`src/rtl/inst_fetch.sv`:
```
// Instruction fetch unit: requests one ROM word at a time and presents it on a
// valid/ready interface, with redirect, stall timeout and a sticky error flag.
`timescale 1ns/1ps
module inst_fetch #(
  parameter logic [31:0] RESET_PC = 32'h0,
  parameter int unsigned TIMEOUT  = 64
) (
  input  logic        clk,
  input  logic        rst,
  output logic        rom_cs,
  output logic [31:0] rom_addr,
  input  logic        rom_stall,
  input  logic [31:0] rom_data,
  input  logic        redirect,
  input  logic [31:0] redirect_pc,
  output logic        if_valid,
  input  logic        if_ready,
  output logic [31:0] if_inst,
  output logic [31:0] if_pc,
  output logic        fetch_err
);

  localparam int unsigned CW = (TIMEOUT < 1) ? 1 : $clog2(TIMEOUT + 1);
  localparam logic [CW-1:0] TO_VAL = CW'(TIMEOUT);
  localparam logic [31:0] PC_RST = RESET_PC & ~32'h3;

  typedef enum logic [2:0] {IDLE, REQ, WAIT, HOLD, ERR} state_t;

  state_t        state_q, state_d;
  logic [31:0]   pc_q, pc_d;
  logic [31:0]   addr_q, addr_d;
  logic          valid_q, valid_d;
  logic [31:0]   inst_q, inst_d;
  logic [31:0]   ifpc_q, ifpc_d;
  logic          err_q, err_d;
  logic [CW-1:0] cnt_q, cnt_d;
  logic [CW-1:0] cnt_inc;

  assign cnt_inc = cnt_q + CW'(1);

  always_comb begin
    state_d = state_q;
    pc_d    = pc_q;
    addr_d  = addr_q;
    valid_d = valid_q;
    inst_d  = inst_q;
    ifpc_d  = ifpc_q;
    err_d   = err_q;
    cnt_d   = cnt_q;

    case (state_q)
      IDLE: state_d = REQ;
      REQ:  state_d = WAIT;
      WAIT: begin
        if (!rom_stall) begin
          inst_d  = rom_data;
          ifpc_d  = pc_q;
          valid_d = 1'b1;
          state_d = HOLD;
        end else begin
          cnt_d = cnt_inc;
          if (cnt_inc == TO_VAL) begin
            err_d   = 1'b1;
            state_d = ERR;
          end
        end
      end
      HOLD: begin
        if (valid_q && if_ready) begin
          pc_d    = pc_q + 32'd4;
          valid_d = 1'b0;
          state_d = REQ;
        end
      end
      ERR:     state_d = ERR;
      default: state_d = IDLE;
    endcase

    // Redirect overrides capture, handshake and timeout decided above.
    if (redirect && state_q != IDLE) begin
      pc_d    = redirect_pc & ~32'h3;
      valid_d = 1'b0;
      inst_d  = inst_q;
      ifpc_d  = ifpc_q;
      err_d   = 1'b0;
      state_d = REQ;
    end

    if (state_d == REQ) begin
      cnt_d  = '0;
      addr_d = {2'b00, pc_d[31:2]};
    end
  end

  always_ff @(posedge clk) begin
    if (rst) begin
      state_q <= IDLE;
      pc_q    <= PC_RST;
      addr_q  <= {2'b00, PC_RST[31:2]};
      valid_q <= 1'b0;
      inst_q  <= '0;
      ifpc_q  <= '0;
      err_q   <= 1'b0;
      cnt_q   <= '0;
    end else begin
      state_q <= state_d;
      pc_q    <= pc_d;
      addr_q  <= addr_d;
      valid_q <= valid_d;
      inst_q  <= inst_d;
      ifpc_q  <= ifpc_d;
      err_q   <= err_d;
      cnt_q   <= cnt_d;
    end
  end

  assign rom_cs    = (state_q == REQ) || (state_q == WAIT);
  assign rom_addr  = addr_q;
  assign if_valid  = valid_q;
  assign if_inst   = inst_q;
  assign if_pc     = ifpc_q;
  assign fetch_err = err_q;

endmodule
```
`config.mk`:
```
export PLATFORM = sky130hd
export DESIGN_NAME = inst_fetch
export DESIGN_NICKNAME = d
export VERILOG_FILES = /design/src/rtl/inst_fetch.sv
export SDC_FILE = /design/constraint.sdc
export NUM_CORES = 1
export LEC_CHECK = 0
export ABC_AREA = 1
export CAP_MARGIN = 20
export CORE_AREA = 2 2 99 139
export CTS_CLUSTER_SIZE = 8
export DETAILED_ROUTE_END_ITERATION = 7
export DIE_AREA = 0 0 101 141
export DONT_BUFFER_PORTS = 1
export MAX_ROUTING_LAYER = met4
export PLACE_DENSITY = 0.56
export SETUP_SLACK_MARGIN = 0.05
export SLEW_MARGIN = 20
export SYNTH_ARGS = -nofsm -noshare
export SYNTH_HDL_FRONTEND = slang
export SYNTH_SLANG_ARGS = --single-unit
```
`constraint.sdc`:
```
create_clock -name clk -period 2.7 [get_ports clk]
set_input_delay 0.135 -clock clk [delete_from_list [all_inputs] [get_ports clk]]
set_output_delay 0.135 -clock clk [all_outputs]
set_load 0.03 [all_outputs]
```
==> results of run 1 <==
==> power groups by stage <==
| stage | sequential [mW] | clock, mW | combinational, mW |
|---|---|---|---|
| after floorplan | 2.42 | 0 | 0.473 |
| after global placement | 2.45 | 0 | 0.556 |
| after detailed placement | 2.45 | 0 | 0.568 |
| after CTS | 2.41 | 2.48 | 0.639 |
| after global routing | 2.43 | 2.57 | 0.714 |
| final | 2.41 | 2.44 | 0.632 |
==> worst max-delay path: stages, from the launching register on <==
cell     delay, ps
dfxtp_1        400
ha_1           290
inv_1           60
nand2_1         50
nand2_1         60
nor2_1         120
nand3_1         80
nor2_1         100
nand2_1         70
nand2_1         60
nand2_1         40
nand2_1         50
nand2_1         50
nand2_2        170
nand2_4        210
nand2_4        230
a21oi_1        100
==> cell families (layout without fill, tap and decap cells) <==
family          Yosys count  after routing  synth area share, %
flops                   134            134                 45.7
compound gates          163            163                 14.4
xor+xnor                 14             14                 2.09
fa+ha+maj                 3              3                0.639
simple gates            375            375                 28.3
buf+inv                 118            163                 8.80
other cells               1              4               0.0639
==> per-layer routing <==
| layer | routed length [µm] | up-vias | track usage (%) |
|---|---|---|---|
| met5 | 0 | - | - |
| met2 | 8540 | 167 | 42.0 |
| met1 | 6390 | 2381 | 25.9 |
| met4 | 480 | 0 | 9.82 |
| met3 | 887 | 26 | 5.50 |
| li1 | - | 2666 | - |
==> Yosys cell counts, drive strengths merged (2+ instances only) <==
cell type  number  share of area, %
nor2          151                10
clkbuf         26               1.7
a21oi          62               5.5
nand3          51               4.5
nand2         142               9.7
buf            18               2.4
xor2           10               1.5
o21ai          96               8.2
inv            73               4.7
nand4          10               1.4
dfxtp         134                46
o211ai          2              0.26
xnor2           4              0.60
or2             8              0.85
ha              3              0.64
nor3           12               1.4
==> worst max-delay path by stage <==
stage                                      endpoint  slack, ps
after floorplan           rom_addr[25]$_SDFFE_PP0N_        850
after CTS                  rom_addr[3]$_SDFFE_PP0N_        410
final                      rom_addr[3]$_SDFFE_PP0N_        410
after detailed placement   rom_addr[3]$_SDFFE_PP0N_        420
after global routing      rom_addr[29]$_SDFFE_PP0N_        110
after global placement    rom_addr[29]$_SDFFE_PP0N_        480
==> registers in the layout (all words and copies together) (netlist names) <==
register	cells
cnt_q	7
fetch_err	1
if_inst	32
if_pc	30
if_valid	1
pc_q	30
rom_addr	30
state_q	3
==> area by class of cell <==
type / count / area, µm²
Clock buffer: 20 / 447
Tap cell: 156 / 195
Inverter: 74 / 278
Clock inverter: 12 / 176
Multi-Input combinational cell: 559 / 2690
Sequential cell: 134 / 2680
Fill cell: 1296 / 6120
Timing Repair Buffer: 57 / 553
==> per-stage QoR <==
step / cell area [µm²] / std cells
after floorplan: 5880 / 811
after global placement: 5920 / 934
after detailed placement: 5920 / 934
after CTS: 7020 / 1012
after global routing: 7020 / 1012
final: 7020 / 1012
==> what timing repair did <==
| action | 4_1_cts | 5_1_grt |
|---|---|---|
| hold buffers | 46 | 0 |
| buffers inserted | 0 | 0 |
| endpoints found under the hold margin | 82 | 0 |
==> flow_summary.json, run 1 <==
{
  "outcome": "complete, no violations",
  "final_nets": 915,
  "hold_path_end": "pc_q[18]$_SDFF_PP0_",
  "intPower_mw": 3.90,
  "synth_edf_count": 0,
  "start_util_pct": 44.7,
  "wl_um": 16300,
  "cts.sinks": 134,
  "syn_area_mm2": 0.00587,
  "drc_errors": 0,
  "critPathKind": "reg2reg",
  "fin_tns_setup_ps": 0,
  "grtUsageTotal_pct": 24.0,
  "power_frac_clock_pct": 44.5,
  "synth_warnings": 0,
  "holdWs_ps": 14.4,
  "period_share_pct": 84.9,
  "end_kind": "register",
  "fmax_ghz": 0.436,
  "final.setup.worst_slack_ps": 409,
  "async_flop_share_pct": 0,
  "dp_slack_ps": 418,
  "cp_data_required_time_ps": 2990,
  "clock_path_buffers": 2,
  "synth_cells": 808,
  "reg2regPathDepth": 16,
  "drt_iter0_markers": 254,
  "post-dp-hpwl_um": 11400,
  "ioPinCount": 168,
  "period_minus_slack_ps": 2290,
  "routabilityCongestion": 0.872,
  "path_clk_slew_ps": 60,
  "numCtsBuffers": 17,
  "port_buffers": 0,
  "powerDensity_mw_per_mm2": 781,
  "areaGrowthSynthToFinish_pct": 19.5,
  "ff2ff_setup_slack_ps": 410,
  "rr_startpoint": "cnt_q[0]$_SDFFE_PP0P_",
  "via_per_inst": 5.18,
  "tritoncts": "yes",
  "clk_latency_ps": 410,
  "r2r-end": "rom_addr[3]$_SDFFE_PP0N_",
  "finClkSkew_ps": 9.10,
  "dr.pass1.iters": 5,
  "final_cell_mix": "144 x nor2_1, 136 x nand2_1, 134 x dfxtp_1",
  "ys_seq_elements": 134,
  "min_from": "redirect_pc[18]",
  "power_frac_seq_pct": 44.0,
  "power.total_mw": 5.48,
  "irDropWorstVdd_v": 0.000362,
  "dieHeight_um": 141,
  "p_sw_mw": 1.58,
  "final_core_util_pct": 53.4,
  "critPathLaunch": "cnt_q[0]$_SDFFE_PP0P_",
  "fp.coreArea_mm2": 0.0131,
  "hp-class": "in2reg",
  "synth_cell_type_count": 41,
  "n_antenna_cell": 0,
  "layout_commonest_cell": "nor2_1",
  "final-hold-violation-count": 0,
  "grt-ovfl-total": 0,
  "die_area_mm2": 0.0142,
  "tightest_slew_ps": 748,
  "start_kind": "register",
  "grt_max_degree": 73,
  "ant_nets": 0,
  "finalMaxSlewViolations": 0,
  "arrival_ps": 2580,
  "cts_root_buffer": "clkbuf_16",
  "worst-path-max-fanout": 24,
  "die_w_um": 101,
  "rows": 50,
  "setup_viol": 0,
  "grt_pass1_wl_um": 25900,
  "drive_gt1_share_pct": 8.41,
  "wire_per_inst_um": 16.1,
  "p_comb_share_pct": 11.5,
  "vias": 5240,
  "maxCapViolCount": 0,
  "avgSynthCellArea_um2": 7.27,
  "synth_flop_cell": "dfxtp_1",
  "ctsHtreeMaxLevel": 4,
  "cts_resized": 0,
  "hold_path_depth": 4,
  "grt_pass1_vias": 5073,
  "swShare_pct": 28.8,
  "max-slew-margin-rel_pct": 50.1,
  "antenna_found_initial": 0,
  "rsz0062_at_grt": "no",
  "ys_seq_area_share_pct": 45.7,
  "leakage_nw": 2.99
}
Power figures use the tool's default switching activity.
==> run 2: changes to the inputs <==
clock period = 2.4 ns   (was 2.7 ns; I/O delays follow)
==> flow_summary.json, run 2 (same netlist as run 1, synthesis figures left out) <==
{
  "placed_cell_area_mm2": 0.00598,
  "dr.pass1.iters": 4,
  "grt-ovfl-total": 0,
  "arrival_ps": 2470,
  "fill_cells": 1301,
  "fmax_ghz": 0.471,
  "multi_input_area_mm2": 0.00269,
  "ctsHtreeMaxLevel": 4,
  "cts.sinks": 134,
  "powerDensity_mw_per_mm2": 853,
  "layout_commonest_cell": "nor2_1",
  "final_nets": 926,
  "areaGrowthSynthToFinish_pct": 21.0,
  "routabilityCongestion": 0.856,
  "fin_tns_setup_ps": 0,
  "maxCapViolCount": 0,
  "clk_latency_ps": 420,
  "drc_errors": 0,
  "end_kind": "register",
  "leakage_nw": 3.03,
  "path_clk_slew_ps": 60,
  "numCtsBuffers": 17,
  "final_cell_mix": "144 x nor2_1, 135 x nand2_1, 134 x dfxtp_1",
  "via_per_inst": 5.16,
  "rsz0062_at_grt": "no",
  "start_kind": "register",
  "n_antenna_cell": 0,
  "cts_root_buffer": "clkbuf_16",
  "wl_um": 16300,
  "seqCellArea_mm2": 0.00268,
  "finClkSkew_ps": 12.4,
  "antenna_found_initial": 0,
  "grt_pass1_vias": 4984,
  "post-dp-hpwl_um": 11400,
  "cp_data_required_time_ps": 2750,
  "tritoncts": "yes",
  "rows": 50,
  "outcome": "complete, no violations",
  "grt_pass1_wl_um": 24900,
  "critPathKind": "reg2reg",
  "clock_path_buffers": 2,
  "final-hold-violation-count": 0,
  "instances_no_fill": 1023,
  "worst-path-max-fanout": 7,
  "irDropWorstVdd_v": 0.000397,
  "finalMaxSlewViolations": 0,
  "reg2regPathDepth": 11,
  "start_util_pct": 44.7,
  "period_share_pct": 88.4,
  "final_cell_area_mm2": 0.00711,
  "power.total_mw": 6.07,
  "holdWs_ps": 11.3,
  "hp-class": "in2reg",
  "wire_per_inst_um": 16.0,
  "setup_viol": 0,
  "dp.cells": 938,
  "drt_iter0_markers": 255,
  "period_minus_slack_ps": 2120,
  "final_core_util_pct": 54.1,
  "die_w_um": 101,
  "hold_path_depth": 4,
  "port_buffers": 0,
  "final.setup.worst_slack_ps": 278,
  "ant_nets": 0,
  "dp_slack_ps": 278,
  "ioPinCount": 168,
  "tightest_slew_ps": 752,
  "dieHeight_um": 141,
  "die_area_mm2": 0.0142,
  "largest_register_ffs": 32,
  "fp.coreArea_mm2": 0.0131,
  "max-slew-margin-rel_pct": 49.8,
  "drive_gt1_share_pct": 9.34,
  "grtUsageTotal_pct": 23.2,
  "grt_max_degree": 79,
  "vias": 5278
}
run 2: final timing paths:
kind | from | end | slack (ps)
max reg2reg | state_q[2]$_SDFF_PP0_ | rom_addr[19]$_SDFFE_PP0N_ | 280
min | redirect_pc[17] | pc_q[17]$_SDFF_PP0_ | 10
min reg2reg | pc_q[30]$_SDFF_PP0_ | if_pc[30]$_SDFFE_PP0P_ | 510
max | state_q[2]$_SDFF_PP0_ | rom_addr[19]$_SDFFE_PP0N_ | 280
run 2: metal layers:
metal	vias up	global-route usage (%)	share of wire, %
met5	-	-	0
met4	0	8.96	2.3
met3	17	5.65	5.1
met2	153	41.4	53
met1	2427	24.4	40
li1	2681	-	-
run 2: what timing repair did:
| action | in CTS | in global routing |
|---|---|---|
| setup buffers | 0 | 2 |
| gates resized for setup | 0 | 2 |
| hold endpoints to repair | 83 | 1 |
| endpoints found under the setup margin | 0 | 20 |
| hold buffers | 50 | 1 |
run 2: worst max-delay path, cell delays in order (launching register included):
cell     delay [ps]
dfxtp_1         360
inv_1           130
nand3_2          90
nor2_2          340
nand4_4         180
nor2_4          240
nand2_1          70
nand2_1          60
nand2_1          50
o21ai_1         260
nand3_1         120
a21oi_1         150
run 2: cell type report:
cell class	instances	area share, %
flip-flops and latches	134	37.7
clock inverters	13	2.06
multi-input cells	559	37.9
clock buffers	19	6.23
well taps	156	2.75
repair buffers	68	9.47
inverters	74	3.91
run 2: power breakdown:
part	internal (mW)	total [mW]	leakage [nW]	switching, mW
Combinational	0.287	0.767	1.66	0.480
Sequential	2.38	2.71	1.09	0.332
Clock	1.57	2.58	0.285	1.01
